`src/rtl/pulse_stretcher.sv`:
```
// Stretches one-clock event pulses into fixed-width output pulses separated by a fixed gap, queueing overlap.
// Optional synchronous clear input enabled by defining PULSE_STRETCH_CLEAR_EN.
module pulse_stretcher #(
    parameter int HOLD_CYCLES = 25_000_000,
    parameter int GAP_CYCLES  = 10_000_000,
    parameter int PEND_W      = 4
) (
    input  logic              clk,
    input  logic              rst_n,
    input  logic              pulse_in,
`ifdef PULSE_STRETCH_CLEAR_EN
    input  logic              clear,
`endif
    output logic              out,
    output logic              busy,
    output logic [PEND_W-1:0] pending,
    output logic              overflow
);

    localparam int MAX_CYC = (HOLD_CYCLES > GAP_CYCLES) ? HOLD_CYCLES : GAP_CYCLES;
    localparam int TW      = (MAX_CYC < 1) ? 1 : $clog2(MAX_CYC + 1);

    localparam logic [TW-1:0]     HOLD_LD = TW'(HOLD_CYCLES - 1);
    localparam logic [TW-1:0]     GAP_LD  = (GAP_CYCLES > 0) ? TW'(GAP_CYCLES - 1) : TW'(0);
    localparam logic [TW-1:0]     T_ZERO  = TW'(0);
    localparam logic [TW-1:0]     T_ONE   = TW'(1);
    localparam logic [PEND_W-1:0] P_ZERO  = PEND_W'(0);
    localparam logic [PEND_W-1:0] P_ONE   = PEND_W'(1);
    localparam logic [PEND_W-1:0] P_MAX   = {PEND_W{1'b1}};

    if (HOLD_CYCLES < 1) begin : g_hold_check
        $error("pulse_stretcher: HOLD_CYCLES must be >= 1");
    end

    typedef enum logic [1:0] {
        S_IDLE = 2'd0,
        S_HOLD = 2'd1,
        S_GAP  = 2'd2
    } state_e;

    state_e            state_q, state_d;
    logic [TW-1:0]     timer_q, timer_d;
    logic [PEND_W-1:0] pending_q, pending_d;
    logic              out_q, out_d;
    logic              busy_q, busy_d;
    logic              overflow_q, overflow_d;
    logic              clear_s;
    logic              end_gap_s;
    logic              consume_s;
    logic              dequeue_s;
    logic              enqueue_s;

`ifdef PULSE_STRETCH_CLEAR_EN
    assign clear_s = clear;
`else
    assign clear_s = 1'b0;
`endif

    // Next-state, timer and queue bookkeeping; an incoming pulse is either consumed or queued.
    always_comb begin
        state_d    = state_q;
        timer_d    = timer_q;
        pending_d  = pending_q;
        overflow_d = 1'b0;
        end_gap_s  = 1'b0;
        consume_s  = 1'b0;
        dequeue_s  = 1'b0;

        case (state_q)
            S_IDLE: begin
                if (pulse_in) begin
                    state_d   = S_HOLD;
                    timer_d   = HOLD_LD;
                    consume_s = 1'b1;
                end else begin
                    timer_d = T_ZERO;
                end
            end
            S_HOLD: begin
                if (timer_q == T_ZERO) begin
                    if (GAP_CYCLES > 0) begin
                        state_d = S_GAP;
                        timer_d = GAP_LD;
                    end else begin
                        end_gap_s = 1'b1;
                    end
                end else begin
                    timer_d = timer_q - T_ONE;
                end
            end
            S_GAP: begin
                if (timer_q == T_ZERO) begin
                    end_gap_s = 1'b1;
                end else begin
                    timer_d = timer_q - T_ONE;
                end
            end
            default: begin
                state_d = S_IDLE;
                timer_d = T_ZERO;
            end
        endcase

        // Queued events take precedence; a fresh pulse is only consumed when the queue is empty.
        if (end_gap_s) begin
            if ((pending_q != P_ZERO) || pulse_in) begin
                state_d = S_HOLD;
                timer_d = HOLD_LD;
                if (pending_q != P_ZERO) begin
                    dequeue_s = 1'b1;
                end else begin
                    consume_s = 1'b1;
                end
            end else begin
                state_d = S_IDLE;
                timer_d = T_ZERO;
            end
        end else begin
            dequeue_s = 1'b0;
        end

        enqueue_s = pulse_in && !consume_s;

        if (enqueue_s && !dequeue_s) begin
            if (pending_q == P_MAX) begin
                overflow_d = 1'b1;
            end else begin
                pending_d = pending_q + P_ONE;
            end
        end else if (dequeue_s && !enqueue_s) begin
            pending_d = pending_q - P_ONE;
        end else begin
            pending_d = pending_q;
        end

        if (clear_s) begin
            state_d    = S_IDLE;
            timer_d    = T_ZERO;
            pending_d  = P_ZERO;
            overflow_d = 1'b0;
        end else begin
            overflow_d = overflow_d;
        end

        out_d  = (state_d == S_HOLD);
        busy_d = (state_d != S_IDLE);
    end

    // State, timer, queue and registered outputs.
    always_ff @(posedge clk or negedge rst_n) begin
        if (!rst_n) begin
            state_q    <= S_IDLE;
            timer_q    <= T_ZERO;
            pending_q  <= P_ZERO;
            out_q      <= 1'b0;
            busy_q     <= 1'b0;
            overflow_q <= 1'b0;
        end else begin
            state_q    <= state_d;
            timer_q    <= timer_d;
            pending_q  <= pending_d;
            out_q      <= out_d;
            busy_q     <= busy_d;
            overflow_q <= overflow_d;
        end
    end

    assign out      = out_q;
    assign busy     = busy_q;
    assign pending  = pending_q;
    assign overflow = overflow_q;

endmodule
```
`config.mk`:
```
export PLATFORM = sky130hd
export DESIGN_NAME = pulse_stretcher
export DESIGN_NICKNAME = d
export VERILOG_FILES = /design/src/rtl/pulse_stretcher.sv
export SDC_FILE = /design/constraint.sdc
export NUM_CORES = 1
export LEC_CHECK = 0
export CAP_MARGIN = 20
export CORE_MARGIN = 2
export CORE_UTILIZATION = 54
export DETAILED_ROUTE_END_ITERATION = 7
export PLACE_DENSITY = 0.73
export SYNTH_ARGS = -nofsm -noshare
export SYNTH_HDL_FRONTEND = slang
export SYNTH_SLANG_ARGS = --single-unit
```
`constraint.sdc`:
```
create_clock -name clk -period 3.7 [get_ports clk]
set_input_delay 0.74 -clock clk [delete_from_list [all_inputs] [get_ports clk]]
set_output_delay 0.74 -clock clk [all_outputs]
set_load 0.02 [all_outputs]
```
# Word-level counts from Yosys, hierarchy flattened
# Cells that the tools add are included.
dict set report word_totals {
  wordCells 54
  inputBits 3
  output_inout_bits 7
  reg_bits 34
}
dict set report op_classes {
  n_reduce_logical 13
  addsub 3
  eq_ne 6
  muxes 26
}
# operator count
set ops {}
lappend ops {{25-bit 2-to-1 mux} 5}
lappend ops {{25-bit case mux with 3 select lines} 1}
lappend ops {{25-bit logical NOT} 1}
lappend ops {{25-bit by 1-bit subtractor with 25-bit output (second input constant)} 1}
lappend ops {{1-bit 2-to-1 mux} 13}
lappend ops {{4-bit 2-to-1 mux} 3}
lappend ops {{2-bit 2-to-1 mux} 3}
lappend ops {{2-bit case mux with 3 select lines} 1}
lappend ops {{4-bit by 1-bit adder with 4-bit output (second input constant)} 1}
lappend ops {{2-bit by 1-bit equality test with 1-bit output (second input constant)} 2}
lappend ops {{4-bit equality test (second input constant)} 1}
lappend ops {{2-bit nonzero test} 2}
lappend ops {{4-bit nonzero test} 1}
lappend ops {{4-bit by 1-bit subtractor with 4-bit output (second input constant)} 1}
lappend ops {{1-bit logical AND} 3}
lappend ops {{1-bit logical NOT} 3}
lappend ops {{3-bit inequality test (second input constant)} 1}
lappend ops {{2-bit equality test (second input constant)} 1}
lappend ops {{2-bit logical NOT} 1}
lappend ops {{2-bit inequality test (second input constant)} 1}
lappend ops {{2-bit AND reduction} 1}
lappend ops {{1-bit logical OR} 1}

# Depth between registers and ports, before layout
# Gate-level depths: netlist of the first run.
dict set report logic_depth {
  depth_word 11
  ltp_mapped 14
  depth_no_buf 13
}

# Worst setup path before layout of the first run
# No wires, ideal clock.
dict set report synth_path {
  path_kind {register to register}
  from {register timer_q[17]}
  to {register pending_q[3], in the netlist pending[3]}
  arrival_ns 3.308
  setup_slack_ns 0.311
  setup_time_ns 0.081
  n_path_buf 1
  t_required_ns 3.619
  synth_period_minus_slack_ns 3.389
  path_stages_with_launch 13
  path_cell_list {dfrtp_1 > or4_4 > or4_4 > or2_1 > buf_6 > a21oi_1 > nand2b_1 > ha_1 > a21o_1 > a21oi_1 > nor3b_1 > a211oi_1 > xnor2_1}
}
dict set report synth_via {
  elab_chain_len 10
  elab_cells_between_ends 15
  cone_classes {eq/ne (1); mux (5); reduce/logical (9)}
}
# item line_no
set synth_rtl {}
lappend synth_rtl {{start, declared} 42} ;# logic [TW-1:0] timer_q, timer_d;
lappend synth_rtl {{start signal, assigned} 160} ;# timer_q <= timer_d;
lappend synth_rtl {{25-bit logical NOT (*)} {80, 92}}
lappend synth_rtl {{1-bit 2-to-1 mux (*)} 92} ;# if (timer_q == T_ZERO) begin
lappend synth_rtl {{1-bit 2-to-1 mux (*)} -}
lappend synth_rtl {{1-bit 2-to-1 mux} 105} ;# if (end_gap_s) begin
lappend synth_rtl {{1-bit logical NOT} 122} ;# enqueue_s = pulse_in && !consume_s;
lappend synth_rtl {{1-bit logical AND} 122}
lappend synth_rtl {{1-bit logical NOT} 130} ;# end else if (dequeue_s && !enqueue_s) begin
lappend synth_rtl {{1-bit logical AND} 130}
lappend synth_rtl {{2-bit nonzero test (no line)} -}
lappend synth_rtl {{2-bit AND reduction (no line)} -}
lappend synth_rtl {{end signal, assigned} 161} ;# pending_q <= pending_d;
lappend synth_rtl {{end, declared} 43} ;# logic [PEND_W-1:0] pending_q, pending_d;
# Mark *: on every way between the ends. The rest lies on a longest branch, timed or not.
# A chain may end at the register's enable or synchronous reset.

# Worst setup path in the final report of the first run
# Same ends and word-level chain as after synthesis.

==> results.toml, run 1 <==
[status]
status = "finished, final reports clean"

[grt]
grt_util_all_layers = 0.237
grt_use_met3 = 0.0493
grt_max_degree = 35
busiest_layer = "met2"
grt_use_met1 = 0.290
antenna_found_initial = 0
grtUsageMet2 = 0.405
grt.overflow.total = 0
grt_pass1_wl_mm = 7.63
grt_pass1_vias = 1716

[setup_path]
crit_path_start_kind = "flop"
cp.required_ns = 3.96
endpoint_kind = "flop"
worstPathArrival_ns = 3.73
critPathKind = "flop to flop"
worstPathMaxFanout = 6

[floorplan]
core_area_sq_um = 3420
dieHeight_um = 64.3
die-area_sq_um = 4140
start_util = 0.575
die_w_um = 64.3
boundaryPins = 10
fp-row-count = 21

[layout]
final_common_cell = "dfrtp_1"
insertedDiodeCount = 0
final_area_sq_um = 2150
fillCellCount = 285
layout_common_cells = "dfrtp_1 (34), nand2_1 (16), xnor2_1 (16)"
fin_nets = 225
area_delta_synth_final_pct = 9.36
drive_gt1_frac = 0.0829

[timing]
hold_viol_final = 0
setup_viol = 0
slew_viol_final = 0
rsz0062_at_grt = "false"
whs_ns = 0.551
tns_ns = 0
min_period_over_period = 0.939
period_needed_ns = 3.47
worstMarginPinSlew_ns = 0.814
clock-skew-final_ns = 0.0109
fmax_ghz = 0.288
relSlewSlack = 0.452

[pwr]
power_frac_comb = 0.243
power_density_nw_per_um2 = 391
power_leakage_uw = 0.000803
peakVddDrop_mv = 0.183
p_int_uw = 585
clkPwrFrac = 0.235
p_seq_frac = 0.522
p_sw_uw = 256
swShare = 0.304

[drt]
drtIter0Drc = 87
drc = 0
drtAntennaViolNets = 0
post_drt_via_cell_ratio = 6.35
dr.pass1.iters = 4
drt-total-wl_mm = 4.38
wl_per_cell_um = 16.7
num_vias = 1671

[clock_tree]
cts_max_path_buffers = 2
cts_resized = 0
cts_hold_buf = 0
worstSkewPairLatency_ns = 0.33
cts_tree = "yes"
cts_made_buffers = 5
root_buffer = "clkbuf_4"
post_cts_buffers = 0
cts_max_level = 2
path_clk_slew_ns = 0.10
cts_sinks = 34

[min_path]
hp-class = "flop to flop"

[placed_design]
dpl_cell_area_sq_um = 2100
port_buffers = 9
hpwl_mm = 3.22
place.gp.congestion = 0.852

[logic_synthesis]
synth_area_sq_um = 1970
syn-num-nets = 214
avgSynthCellArea_sq_um = 9.50
ys_seq_area_frac = 0.433
ys_ff_latch = 34
ys_types = 47
yosysWarningCount = 0
synthCells = 207

[job]
max-cap-violations = 0
[metrics by stage]
stage	instances	power (uW)	util	setup WS [ns]
floorplan	207	561	-	0.311
global placement	257	640	0.614	0.408
detailed placement	257	650	0.614	0.270
CTS	263	849	0.629	0.249
global route	263	889	0.629	0.0483
finish	263	841	0.629	0.227
[critical path, cell delays in order (launching register included)]
cell and delay, ns:
dfrtp_1 0.43, or4_4 0.58, or4_4 0.54, or2_1 0.26, a21oi_1 0.18, nand2b_1 0.20
ha_1 0.26, a21o_1 0.19, a21oi_1 0.25, a311oi_1 0.10, a211oi_1 0.27, xnor2_1 0.16
[power groups by stage]
| stage | Combinational (uW) | Clock [uW] | Sequential, uW |
|---|---|---|---|
| 6_report | 204 | 198 | 439 |
| 5_1_grt | 219 | 223 | 446 |
| 4_1_cts | 205 | 206 | 439 |
| 3_5_place_dp | 204 | 0 | 446 |
| 3_3_place_gp | 195 | 0 | 444 |
| 2_1_floorplan | 93.4 | 0 | 468 |
[synth_stat cells, drive strengths merged]
master,count,area (sq um)
nand3b,2,15.0
nor4b,1,8.76
o211ai,5,42.5
a21boi,1,7.51
or2,2,12.5
o311ai,1,8.76
ha,3,37.5
o31a,1,8.76
nand2b,3,18.8
dfrtp,34,851
fa,1,20.0
inv,2,7.51
nor4,8,56.3
o31ai,1,7.51
o21ai,9,45.0
or4b,1,10.0
a211o,1,8.76
and2,2,12.5
nor2b,3,18.8
clkbuf,7,26.3
a31o,1,8.76
o21a,1,7.51
a311oi,1,8.76
or4,7,60.1
xnor2,16,140
nor3,15,75.1
and4,1,8.76
and3,1,6.26
a211oi,2,15.0
mux2,2,22.5
nand4,6,37.5
a21oi,14,70.1
nor2,13,48.8
or3,3,18.8
nor3b,3,22.5
nand2,16,60.1
a21o,1,7.51
a221oi,1,15.0
o211a,1,10.0
buf,1,11.3
nand3,7,35.0
xor2,6,52.6
[sequential cells by signal (all words and copies together) (netlist names)]
signal    cells
busy          1
timer_q      25
pending       4
state_q       2
overflow      1
out           1
[final timing paths]
path                                         start                 endpoint  cells after the start  slack, ns
hold reg to reg            timer_q[23]$_DFFE_PN0P_  timer_q[23]$_DFFE_PN0P_                      1       0.55
max in group asynchronous                    rst_n  timer_q[12]$_DFFE_PN0P_                      2       2.59
min in group asynchronous                    rst_n   timer_q[9]$_DFFE_PN0P_                      2       0.81
setup / recovery           timer_q[17]$_DFFE_PN0P_   pending[3]$_DFFE_PN0P_                     11       0.23
hold / removal             timer_q[23]$_DFFE_PN0P_  timer_q[23]$_DFFE_PN0P_                      1       0.55
setup reg to reg           timer_q[17]$_DFFE_PN0P_   pending[3]$_DFFE_PN0P_                     11       0.23
[metal layers]
| layer | vias to the layer above | wire (um) |
|---|---|---|
| li1 | 787 | - |
| met1 | 815 | 1920 |
| met2 | 57 | 2180 |
| met3 | 12 | 195 |
| met4 | 0 | 85 |
| met5 | - | 0 |
[logic make-up after synthesis]
| logic type | Yosys count | share of synthesized area |
|---|---|---|
| simple gates | 94 | 0.267 |
| compound gates | 41 | 0.138 |
| flops | 34 | 0.433 |
| xor+xnor | 22 | 0.0980 |
| buf+inv | 10 | 0.0229 |
| fa+ha+maj | 4 | 0.0293 |
| mux | 2 | 0.0115 |
[area by class of cell]
| cell class | count | area [sq um] | area share |
|---|---|---|---|
| clock buffers | 6 | 51.3 | 0.0239 |
| inverters | 2 | 7.51 | 0.00349 |
| multi-input cells | 163 | 1070 | 0.498 |
| well taps | 46 | 57.6 | 0.0268 |
| repair buffers | 12 | 113 | 0.0524 |
| flip-flops and latches | 34 | 851 | 0.396 |
Power figures use the tool's default switching activity.
==> run 2, diff against run 1 <==
--- a/config.mk
+++ b/config.mk
@@ -10,6 +10,7 @@
 export CORE_UTILIZATION = 54
 export DETAILED_ROUTE_END_ITERATION = 7
 export PLACE_DENSITY = 0.73
+export REMOVE_ABC_BUFFERS = 1
 export SYNTH_ARGS = -nofsm -noshare
 export SYNTH_HDL_FRONTEND = slang
 export SYNTH_SLANG_ARGS = --single-unit
==> results.toml, run 2 (same netlist as run 1, synthesis figures left out) <==
[timing]
fmax_ghz = 0.291
whs_ns = 0.551
worstMarginPinSlew_ns = 0.856
min_period_over_period = 0.928
slew_viol_final = 0
hold_viol_final = 0
relSlewSlack = 0.424
period_needed_ns = 3.43
setup_viol = 0
rsz0062_at_grt = "false"
tns_ns = 0
clock-skew-final_ns = 0.0138

[drt]
drt-total-wl_mm = 4.30
wl_per_cell_um = 16.2
dr.pass1.iters = 4
num_vias = 1655
post_drt_via_cell_ratio = 6.25
drtAntennaViolNets = 0
drtIter0Drc = 156
drc = 0

[layout]
area_delta_synth_final_pct = 9.80
fillCellCount = 290
drive_gt1_frac = 0.0868
largest_reg_flops = 25
regMostFlops = "timer_q"
seqCellArea_sq_um = 851
final_common_cell = "dfrtp_1"
final_area_sq_um = 2160
multi_input_area_sq_um = 1070
fin_nets = 225
layout_common_cells = "dfrtp_1 (34), nand2_1 (16), xnor2_1 (16)"
insertedDiodeCount = 0
fin_cells = 265

[setup_path]
rrSetupSlack_ns = 0.27
endpoint_kind = "flop"
critPathKind = "flop to flop"
worstPathMaxFanout = 6
worstReg2RegStart = "timer_q[17]$_DFFE_PN0P_"
startpoint = "timer_q[17]$_DFFE_PN0P_"
timing.rr.end = "pending[3]$_DFFE_PN0P_"
reg2regPathDepth = 11
worstPathArrival_ns = 3.71
crit_path_start_kind = "flop"
cp.required_ns = 3.97

[clock_tree]
cts_tree = "yes"
cts_max_path_buffers = 2
root_buffer = "clkbuf_4"
post_cts_buffers = 0
path_clk_slew_ns = 0.11
worstSkewPairLatency_ns = 0.34
cts_hold_buf = 0
cts_sinks = 34
cts_made_buffers = 5
cts_resized = 0
cts_max_level = 2

[placed_design]
hpwl_mm = 3.10
placed_cells = 257
place.gp.congestion = 0.879
dpl_cell_area_sq_um = 2100
port_buffers = 9

[floorplan]
start_util = 0.575
fp-row-count = 21
die_w_um = 64.3
core_area_sq_um = 3420
boundaryPins = 10
die-area_sq_um = 4140
dieHeight_um = 64.3

[min_path]
holdPathEnd = "pending[3]$_DFFE_PN0P_"
whs_path_depth = 1
hp-class = "flop to flop"
min-delay-start = "pending[3]$_DFFE_PN0P_"

[pwr]
power_leakage_uw = 0.000808
power_density_nw_per_um2 = 395
peakVddDrop_mv = 0.315
finalPower_uw = 852

[status]
status = "finished, final reports clean"

[grt]
grt.overflow.total = 0
antenna_found_initial = 0
grt_max_degree = 35
grt_pass1_wl_mm = 7.53
grt_util_all_layers = 0.237
grt_pass1_vias = 1547

[job]
max-cap-violations = 0
[run 2: cell count changes in the layout (fill, tap and decap cells not counted), sizes merged]
cell / change
clkinv: +1
clkbuf: +1
[run 2: report_power, final]
group / internal (uW) / total [uW] / switching [uW]
Clock: 92.1 / 213 / 121
Sequential: 397 / 437 / 40.3
Combinational: 103 / 201 / 98.5
[run 2: worst max-delay path by stage]
stage | to | slack (ns) | depth (start not counted)
after detailed placement | pending[3]$_DFFE_PN0P_ | 0.31 | 11
final | pending[3]$_DFFE_PN0P_ | 0.27 | 11
after global placement | pending[3]$_DFFE_PN0P_ | 0.40 | 11
after global routing | pending[3]$_DFFE_PN0P_ | 0.15 | 11
after floorplan | pending[3]$_DFFE_PN0P_ | 0.33 | 11
after CTS | pending[3]$_DFFE_PN0P_ | 0.31 | 11
[run 2: critical path: stages, from the launching register on]
cell and delay, ns:
dfrtp_1 0.43, or4_4 0.57, or4_4 0.54, or2_1 0.26, a21oi_1 0.18, nand2b_1 0.20, ha_1 0.25, a21o_1 0.17
a21oi_1 0.25, a311oi_1 0.09, a211oi_1 0.27, xnor2_1 0.15
[run 2: per-layer routing]
metal  share of wire  up-vias  global-route usage  routed length (um)
met3           0.055        2              0.0634                 237
li1                -      789                   -                   -
met2            0.46       52               0.349                2000
met4          0.0049        0              0.0798                  21
met1            0.48      812               0.339                2050
met5               0        -                   0                   0
[run 2: cell type report]
class,instances,share of cell area
clock buffer,7,0.0255
clock inverter,1,0.00232
inverter,2,0.00348
multi-input combinational,163,0.496
sequential,34,0.394
tap,46,0.0267
timing repair buffer,12,0.0522
[run 2: stage by stage]
step                setup WS, ns   util
floorplan                  0.327      -
detailed placement         0.313  0.614
global route               0.149  0.632
CTS                        0.306  0.632
global placement           0.401  0.614
finish                     0.266  0.632
